$ cat src/rtl/ip_hdr_assembler_arbiter.sv
// Round-robin arbiter sharing one IP header assembler between NUM_SRCS protocol engines.
// Optional per-source grant counters are enabled by defining IP_HDR_ARB_STATS_EN.

`ifdef IP_HDR_ARB_STATS_EN
module ip_hdr_arb_grant_ctr (
  input  logic        clk,
  input  logic        rst,
  input  logic        inc,
  output logic [15:0] cnt
);
  logic [15:0] cnt_q, cnt_d;

  always_comb begin
    cnt_d = cnt_q;
    if (inc && cnt_q != 16'hFFFF) cnt_d = cnt_q + 16'd1;
  end

  always_ff @(posedge clk or posedge rst) begin
    if (rst) cnt_q <= '0;
    else     cnt_q <= cnt_d;
  end

  assign cnt = cnt_q;
endmodule
`endif

module ip_hdr_assembler_arbiter #(
  parameter int NUM_SRCS        = 2,
  parameter int SRC_ID_W        = (NUM_SRCS > 1) ? $clog2(NUM_SRCS) : 1,
  parameter int IP_ADDR_W       = 32,
  parameter int TOT_LEN_W       = 16,
  parameter int PROTOCOL_W      = 8,
  parameter int PKT_TIMESTAMP_W = 64,
  parameter int IP_HDR_W        = 160
) (
  input  logic                                clk,
  input  logic                                rst,
  input  logic [NUM_SRCS-1:0]                 src_req_val,
  input  logic [NUM_SRCS*IP_ADDR_W-1:0]       src_source_ip_addr,
  input  logic [NUM_SRCS*IP_ADDR_W-1:0]       src_dest_ip_addr,
  input  logic [NUM_SRCS*TOT_LEN_W-1:0]       src_data_payload_len,
  input  logic [NUM_SRCS*PROTOCOL_W-1:0]      src_protocol,
  input  logic [NUM_SRCS*PKT_TIMESTAMP_W-1:0] src_timestamp,
  output logic [NUM_SRCS-1:0]                 src_req_rdy,
  output logic [NUM_SRCS-1:0]                 src_hdr_val,
  input  logic [NUM_SRCS-1:0]                 src_hdr_rdy,
  output logic [IP_HDR_W-1:0]                 src_hdr,
  output logic [PKT_TIMESTAMP_W-1:0]          src_hdr_timestamp,
  output logic                                asm_req_val,
  output logic [IP_ADDR_W-1:0]                asm_source_ip_addr,
  output logic [IP_ADDR_W-1:0]                asm_dest_ip_addr,
  output logic [TOT_LEN_W-1:0]                asm_data_payload_len,
  output logic [PROTOCOL_W-1:0]               asm_protocol,
  output logic [PKT_TIMESTAMP_W-1:0]          asm_timestamp,
  input  logic                                asm_req_rdy,
  input  logic                                asm_hdr_val,
  output logic                                asm_hdr_rdy,
  input  logic [IP_HDR_W-1:0]                 asm_hdr,
  input  logic [PKT_TIMESTAMP_W-1:0]          asm_hdr_timestamp,
  output logic [NUM_SRCS*16-1:0]              grant_cnt
);

  typedef struct packed {
    logic [IP_ADDR_W-1:0]       sip;
    logic [IP_ADDR_W-1:0]       dip;
    logic [TOT_LEN_W-1:0]       len;
    logic [PROTOCOL_W-1:0]      proto;
    logic [PKT_TIMESTAMP_W-1:0] ts;
  } req_t;

  typedef enum logic [1:0] {
    IDLE     = 2'd0,
    ISSUE    = 2'd1,
    WAIT_HDR = 2'd2
  } state_t;

  req_t [NUM_SRCS-1:0] src_req;

  for (genvar i = 0; i < NUM_SRCS; i++) begin : g_unpack
    assign src_req[i].sip   = src_source_ip_addr[i*IP_ADDR_W +: IP_ADDR_W];
    assign src_req[i].dip   = src_dest_ip_addr[i*IP_ADDR_W +: IP_ADDR_W];
    assign src_req[i].len   = src_data_payload_len[i*TOT_LEN_W +: TOT_LEN_W];
    assign src_req[i].proto = src_protocol[i*PROTOCOL_W +: PROTOCOL_W];
    assign src_req[i].ts    = src_timestamp[i*PKT_TIMESTAMP_W +: PKT_TIMESTAMP_W];
  end

  state_t              state_q, state_d;
  logic [SRC_ID_W-1:0] rr_q, rr_d;
  logic [SRC_ID_W-1:0] own_q, own_d;
  req_t                fld_q, fld_d;

  logic                win_found;
  logic [SRC_ID_W-1:0] win_id;
  logic                req_hs;

  // Rotating priority scan starting at the round-robin pointer.
  always_comb begin
    int idx;
    win_found = 1'b0;
    win_id    = '0;
    idx       = 0;
    for (int k = 0; k < NUM_SRCS; k++) begin
      idx = int'(rr_q) + k;
      if (idx >= NUM_SRCS) idx = idx - NUM_SRCS;
      if (!win_found && src_req_val[idx]) begin
        win_found = 1'b1;
        win_id    = SRC_ID_W'(idx);
      end
    end
  end

  always_comb begin
    state_d           = state_q;
    rr_d              = rr_q;
    own_d             = own_q;
    fld_d             = fld_q;
    req_hs            = 1'b0;
    src_req_rdy       = '0;
    src_hdr_val       = '0;
    asm_req_val       = 1'b0;
    asm_hdr_rdy       = 1'b0;
    src_hdr           = '0;
    src_hdr_timestamp = '0;
    case (state_q)
      IDLE: begin
        if (win_found) begin
          src_req_rdy[win_id] = 1'b1;
          req_hs              = 1'b1;
          fld_d               = src_req[win_id];
          own_d               = win_id;
          state_d             = ISSUE;
        end
      end
      ISSUE: begin
        asm_req_val = asm_req_rdy;
        if (asm_req_rdy) state_d = WAIT_HDR;
      end
      WAIT_HDR: begin
        src_hdr_val[own_q] = asm_hdr_val;
        asm_hdr_rdy        = src_hdr_rdy[own_q];
        src_hdr            = asm_hdr;
        src_hdr_timestamp  = asm_hdr_timestamp;
        if (asm_hdr_val && src_hdr_rdy[own_q]) begin
          // Pointer moves past the owner only once its header is delivered.
          rr_d    = (own_q == SRC_ID_W'(NUM_SRCS-1)) ? '0 : SRC_ID_W'(own_q + 1'b1);
          state_d = IDLE;
        end
      end
      default: begin
        state_d           = state_t'('x);
        rr_d              = 'x;
        own_d             = 'x;
        fld_d             = 'x;
        req_hs            = 1'bx;
        src_req_rdy       = 'x;
        src_hdr_val       = 'x;
        asm_req_val       = 1'bx;
        asm_hdr_rdy       = 1'bx;
        src_hdr           = 'x;
        src_hdr_timestamp = 'x;
      end
    endcase
  end

  always_ff @(posedge clk or posedge rst) begin
    if (rst) begin
      state_q <= IDLE;
      rr_q    <= '0;
      own_q   <= '0;
      fld_q   <= '0;
    end else begin
      state_q <= state_d;
      rr_q    <= rr_d;
      own_q   <= own_d;
      fld_q   <= fld_d;
    end
  end

  assign asm_source_ip_addr   = fld_q.sip;
  assign asm_dest_ip_addr     = fld_q.dip;
  assign asm_data_payload_len = fld_q.len;
  assign asm_protocol         = fld_q.proto;
  assign asm_timestamp        = fld_q.ts;

`ifdef IP_HDR_ARB_STATS_EN
  for (genvar i = 0; i < NUM_SRCS; i++) begin : g_stats
    ip_hdr_arb_grant_ctr u_ctr (
      .clk (clk),
      .rst (rst),
      .inc (req_hs && (win_id == SRC_ID_W'(i))),
      .cnt (grant_cnt[16*i +: 16])
    );
  end
`else
  assign grant_cnt = '0;
`endif

endmodule

$ cat config.mk
export PLATFORM = sky130hd
export DESIGN_NAME = ip_hdr_assembler_arbiter
export DESIGN_NICKNAME = d
export VERILOG_FILES = /design/src/rtl/ip_hdr_assembler_arbiter.sv
export SDC_FILE = /design/constraint.sdc
export NUM_CORES = 1
export LEC_CHECK = 0
export CAP_MARGIN = 20
export CORE_AREA = 5 5 371 373
export DETAILED_ROUTE_END_ITERATION = 10
export DIE_AREA = 0 0 376 378
export GPL_TIMING_DRIVEN = 0
export REMOVE_ABC_BUFFERS = 1
export SLEW_MARGIN = 25
export SYNTH_ARGS = -nofsm -noshare
export SYNTH_HDL_FRONTEND = slang
export SYNTH_SLANG_ARGS = --single-unit
$ cat constraint.sdc
create_clock -name clk -period 11.1 [get_ports clk]
set_input_delay 1.665 -clock clk [delete_from_list [all_inputs] [get_ports clk]]
set_output_delay 1.665 -clock clk [all_outputs]
set_load 0.05 [all_outputs]
==> results.md, run 1 <==
* Number of buffers added for setup after CTS at 0
* Clock slew seen by the registers of the worst setup and hold paths at around 0.070 ns
* Transition time of the tightest slew-check pin at between 1 and 1.5 ns
* Net count reported at finish at ~2400
* Number of hold-slack violations in the final timing report at 0
* Library cell used as clock root buffer: clkbuf_16
* Number of global-route vias before repair at about 11000
* Die width at 376 µm
* Power density of the placed cells at 290 nW/µm²
* Initial Util at roughly 6.8%
* Post-CTS sizing at 0
* Worst supply voltage drop on vdd at 193 µV
* Post-Synth XOR/XNOR Area at 0%
* Clock skew at approximately 0.026 ns
* Outcome: complete, no violations
* Dominant delay contributor by cell family on the critical path: buffers and inverters
* Buf+Inv Stages, Crit Path at 2
* Total wirelength of the detailed-routed design at approximately 110 mm
* Initial antenna violation count at 82
* Boundary pin count at 950
* Leakage at 8.30 nW
* Synth top area cells: dfrtp_1 43%, mux2i_1 17%, and2_1 15%, o21ai_1 7.8%, nand2_1 5.9%
* CP Data Required Time at between 9 and 10 ns
* Async set or reset register ratio after synthesis at 100%
* Top post-synthesis cells by count: 224 x and2_1, 156 x dfrtp_1, 153 x mux2i_1, 143 x nand2_1, 143 x o21ai_1
* Top flip-flop cell by instance count after synthesis: dfrtp_1
* Post-Synth Simple-Gate Area at between 20% and 30%
* Via density per instance at just under 3
* Area of the mapped netlist at around 9100 µm²
* Post-synthesis area per instance at ~9.4 µm²
* Critical Path End Type: output port
* Sum of net half-perimeters after detailed placement at 102 mm
* Number of remaining DRC errors at 0
* Max-cap violations at 0
* Slew Viols, Final at 0
* Critical path class: input pin to output port
* H-tree depth reported by CTS at 4
* Max transition margin at a little over a quarter
* Kind of start point of the critical path: input pin
* Area growth from synthesis to final layout at 131%
* Top cell type's share of synthesized area at between 40 and 50%
* Arr. time, crit path at roughly 3.8 ns
* Hold bufs inserted after CTS at 0
* Power, Total at roughly 6.1 mW
* Share of the core filled with cells at around 16%
* Initial drt markers at approximately 440
* Maximum count of clock buffers along a single path at 2
* Latest clock arrival within the worst-skew pair at ~0.5 ns
* Count of state elements after synthesis at about 160
* Number of standard-cell rows in the floorplan at approximately 140
* Overall die area at ~140000 µm²
* Combinational family with the most area after synthesis: simple AND/OR/NAND/NOR gates
* Core region area at between 100000 and 150000 µm²
* Post-synthesis sequential area ratio at a little over two fifths
* Crit-path cells: clkdlybuf4s50_1 -> mux2i_1 -> nor2b_1 -> clkdlybuf4s50_1
* Slowest Stage Delay on Critical Path at between 0.8 and 0.9 ns
* Routed length per placed instance at 30.5 µm
* Final Cycle Share at between 40% and 50%
* Count of antenna-violating nets left after detailed routing at 0
* Global-route wire length before repair at roughly 130 mm
* Placer's final routability congestion estimate at 0.850
* Setup Viol. Count Final at 0
* Type of the worst min-delay path: register to register
* Cts bufs inserted at 17
* Share of cells above drive strength 1 at under 10%
* Area leader, netlist: dfrtp_1
* Total iterations of the first detailed-routing run at 5
* Most prevalent standard cell on the critical path: clkdlybuf4s50_1
* Height of the die at around 380 µm
* Count of mapped cells out of synthesis at 976
* Crit-path max FO at 2
* Total congestion overflow after global routing at 0
* Mux cell area share after synthesis at around 17%
* Count of flip-flops with a built-in enable after synthesis at 0
* Overall fraction of global-route tracks in use at between 10% and 20%
* Number of buffer cells added on primary ports at ~920
* Setup repair after global routing missed its margin: false
* Most instantiated library cell after synthesis: and2_1
* Critical Path Slowest Stage Cell: clkdlybuf4s50_1
* Total number of vias at about 11000
* Pin count of the biggest net entering global routing at 84
* Netlist cell types at 28
* Final critical path time including I/O delays and setup at 5.46 ns
* Max Freq at 183 MHz
* Clock sinks at roughly 160
* Post-Synth Adder-Cell Area at 0.411%
* Complex-gate fraction of the synthesized area at 9.42%
* Ys Warns at 0
* CTS tree: built
## tightest hold or removal path, stage by stage, from the launching register on
cell	delay, ns
dfrtp_1	0.36
nand2_2	0.05
o21ai_2	0.04
## layout make-up
class                      instances  area (µm²)
antenna                            9        22.5
clock buffer                      19         453
clock inverter                    13         175
fill                           15100      113000
inverter                           7        33.8
multi-input combinational        736        4640
sequential                       156        3900
tap                             1781        2230
timing repair buffer             937        9680
## where the power goes
part           switching (mW)  internal [mW]  total, mW
clock                   0.303          0.353      0.656
sequential              0.166          0.871       1.04
combinational            3.09           1.35       4.44
## stage by stage
step	instance area (µm²)	hold WS [ns]	cells	TNS, ns	setup WS (ns)
6_report	21100	0.482	3658	0	5.64
5_1_grt	21100	0.501	3650	0	5.59
4_1_cts	21100	0.490	3649	0	5.62
3_5_place_dp	20500	0.472	3617	0	5.62
3_3_place_gp	19900	0.466	3597	-2357.15	-18.99
2_1_floorplan	8530	0.505	899	-1109.75	-11.79
## per-layer routing
layer / vias to the layer above / share of wire, % / track usage, %
met4: 22 / 2.8 / 4.18
met1: 5160 / 35 / 15.8
met3: 125 / 11 / 7.33
met2: 637 / 50 / 27.0
met5: - / 0.14 / 0
li1: 4922 / - / -
## final timing paths
check	startpoint	endpoint	slack, ns	cells past startpoint
setup / recovery	src_hdr_rdy[1]	asm_hdr_rdy	5.64	4
hold / removal	asm_dest_ip_addr[4]	asm_dest_ip_addr[4]	0.48	2
setup reg to reg	rr_q	asm_dest_ip_addr[7]	8.60	9
hold reg to reg	asm_dest_ip_addr[4]	asm_dest_ip_addr[4]	0.48	2
max in group asynchronous	rst	asm_source_ip_addr[29]	8.61	3
min in group asynchronous	rst	asm_data_payload_len[4]	1.62	2
## state kept, by name, indices dropped and copies added (netlist names)
name,cells
asm_protocol,8
rr_q,1
state_q,2
asm_timestamp,64
asm_data_payload_len,16
own_q,1
asm_dest_ip_addr,32
asm_source_ip_addr,32
## cell usage in the layout, fill, tap and decap left out, drive strengths merged
master,synthesis,layout
clkinvlp,0,1
diode,0,9
inv,7,13
nand2b,2,2
and3,1,1
ha,3,3
mux2i,153,153
conb,1,32
nor2b,1,1
or3b,1,1
buf,72,22
a31oi,5,5
nand2,153,153
and2,224,224
a21oi,1,1
a211oi,1,1
o21ai,154,154
nor3b,1,1
nor2,3,3
clkinv,0,4
clkbuf,36,19
a21o,1,1
dfrtp,156,156
bufinv,0,2
clkdlybuf4s50,0,915
## cell families after synthesis
| kind of cell | after synthesis |
|---|---|
| AOI/OAI and AO/OA | 162 |
| adders and majority gates | 3 |
| buffers and inverters | 115 |
| DFF | 156 |
| muxes | 153 |
| other | 1 |
| and+or+nand+nor | 386 |
Power figures use the tool's default switching activity.
==> run 2: changes to the inputs <==
--- a/config.mk
+++ b/config.mk
@@ -6,9 +6,9 @@
 export NUM_CORES = 1
 export LEC_CHECK = 0
 export CAP_MARGIN = 20
-export CORE_AREA = 5 5 371 373
+export CORE_AREA = 5 5 369 371
 export DETAILED_ROUTE_END_ITERATION = 10
-export DIE_AREA = 0 0 376 378
+export DIE_AREA = 0 0 374 376
 export GPL_TIMING_DRIVEN = 0
 export REMOVE_ABC_BUFFERS = 1
 export SLEW_MARGIN = 25
==> constraint.sdc (replaced) <==
create_clock -name clk -period 4.5 [get_ports clk]
set_input_delay 0.675 -clock clk [delete_from_list [all_inputs] [get_ports clk]]
set_output_delay 0.675 -clock clk [all_outputs]
set_load 0.05 [all_outputs]
==> results.md, run 2 (same netlist as run 1, synthesis figures left out) <==
* Initial antenna violation count at 86
* Filler cell count at between 10000 and 15000
* Number of hold-slack violations in the final timing report at 0
* Net count reported at finish at 2394
* Kind of start point of the critical path: register
* Footprint of the multi-input gates at ~4600 µm²
* H-tree depth reported by CTS at 4
* Core region area at approximately 130000 µm²
* Final Cycle Share at roughly 95%
* Library cell used as clock root buffer: clkbuf_16
* Sequential cell area at 3900 µm²
* Initial Util at just under 7%
* Final non-filler cell total at 3648
* Clock skew at approximately 0.016 ns
* Outcome: complete, no violations
* Power density of the placed cells at 715 nW/µm²
* Crit-path cells: inv_1 -> ha_4 -> buf_12 -> buf_12 -> buf_16 -> and2_1 -> clkdlybuf4s50_1
* Final critical path time including I/O delays and setup at 4.26 ns
* # placed instances at between 3000 and 4000
* Buf+Inv Stages, Crit Path at 5
* Clock slew seen by the registers of the worst setup and hold paths at ~0.070 ns
* Power, Total at 15.1 mW
* Height of the die at between 300 and 400 µm
* Type of the worst min-delay path: register to register
* Total congestion overflow after global routing at 0
* Pin count of the biggest net entering global routing at 74
* Placer's final routability congestion estimate at approximately 0.8
* Number of buffers added for setup after CTS at 0
* Number of standard-cell rows in the floorplan at around 130
* Number of buffer cells added on primary ports at a little over 900
* Crit-path max FO at 73
* Count of antenna-violating nets left after detailed routing at 0
* Number of remaining DRC errors at 0
* CP Data Required Time at approximately 3.8 ns
* Arr. time, crit path at between 3 and 4 ns
* Latest clock arrival within the worst-skew pair at 0.53 ns
* Sum of net half-perimeters after detailed placement at 101 mm
* Setup Viol. Count Final at 0
* Most common cell after layout, fill and taps aside: clkdlybuf4s50_1
* Initial drt markers at around 470
* Number of flip-flops in the largest register at 64
* Setup repair after global routing missed its margin: false
* Worst setup margin at 0.243 ns
* Cts bufs inserted at 17
* Routed length per placed instance at roughly 30 µm
* Most prevalent standard cell on the critical path: buf_12
* Critical path class: register to output port
* Slowest Stage Delay on Critical Path at just under 1 ns
* Hold bufs inserted after CTS at 0
* Dominant delay contributor by cell family on the critical path: buffers and inverters
* CTS tree: built
* Via density per instance at ~3.0
* Reg2Reg Setup Slack at between 1.5 and 2 ns
* Overall die area at roughly 140000 µm²
* Die width at around 370 µm
* Overall fraction of global-route tracks in use at 15.3%
* Transition time of the tightest slew-check pin at approximately 1.1 ns
* Total wirelength of the detailed-routed design at about 110 mm
* Total iterations of the first detailed-routing run at 5
* Worst setup slack after placement at ~0.6 ns
* Boundary pin count at 950
* Clock sinks at ~160
* Critical Path Slowest Stage Cell: clkdlybuf4s50_1
* Global-route wire length before repair at roughly 130 mm
* Total number of vias at approximately 11000
* Max Freq at between 200 and 250 MHz
* Max-cap violations at 0
* Slew Viols, Final at 0
* Share of cells above drive strength 1 at 4.12%
* Area growth from synthesis to final layout at 132%
* Leakage at roughly 8.5 nW
* Max transition margin at ~27%
* Maximum count of clock buffers along a single path at 2
* Worst supply voltage drop on vdd at 484 µV
* Number of global-route vias before repair at 11100
* Most used cells in the layout excluding fill and tap cells: 898 x clkdlybuf4s50_1, 224 x and2_1, 156 x dfrtp_1, 153 x mux2i_1
* Critical Path End Type: output port
[run 2: layout make-up]
class	instances	share of cell area [%]
inverter	7	0.160
clock inverter	14	0.981
clock buffer	18	2.07
multi-input combinational	736	21.9
sequential	156	18.4
antenna	12	0.142
tap	1768	10.4
timing repair buffer	937	45.9
[run 2: worst paths after layout]
kind / from / endpoint / depth (start not counted)
setup / recovery: state_q[0] / src_hdr_timestamp[43] / 7
hold / removal: asm_dest_ip_addr[13] / asm_dest_ip_addr[13] / 2
setup reg to reg: state_q[0] / asm_data_payload_len[10] / 9
hold reg to reg: asm_dest_ip_addr[13] / asm_dest_ip_addr[13] / 2
max in group asynchronous: rst / own_q / 3
min in group asynchronous: rst / asm_dest_ip_addr[31] / 2
[run 2: what timing repair did]
item,in CTS,in global routing
setup endpoints to repair,7,12
pin swaps,0,0
resized for setup,7,12
[run 2: per-layer routing]
metal  vias up  track usage (%)  share of wire, %  wire, µm
met5         -                0              0.22       241
met4        34             3.80               2.7      3020
met3       159             7.58                11     11800
met2       623             29.1                53     59200
met1      5195             14.8                33     37300
li1       4928                -                 -         -
[run 2: tightest hold or removal path, cell delays in order (launching register included)]
cell and delay [ns]:
dfrtp_1 0.36, nand2_2 0.05, o21ai_2 0.04
[run 2: power breakdown]
part	internal, mW	leakage, nW	switching [mW]	total [mW]
clock	0.911	0.312	0.801	1.71
combinational	3.33	6.33	7.54	10.9
sequential	2.15	1.90	0.399	2.55
[run 2: metrics by stage]
step                      area (µm²)  hold WS [ns]  utilization (%)  TNS [ns]
after global placement         19900         0.464             15.0  -4565.81
final                          21200         0.481             16.0         0
after global routing           21100         0.500             15.9         0
after floorplan                 8530         0.505                -  -2032.33
after detailed placement       20500         0.471             15.4         0
after CTS                      21100         0.486             15.9         0
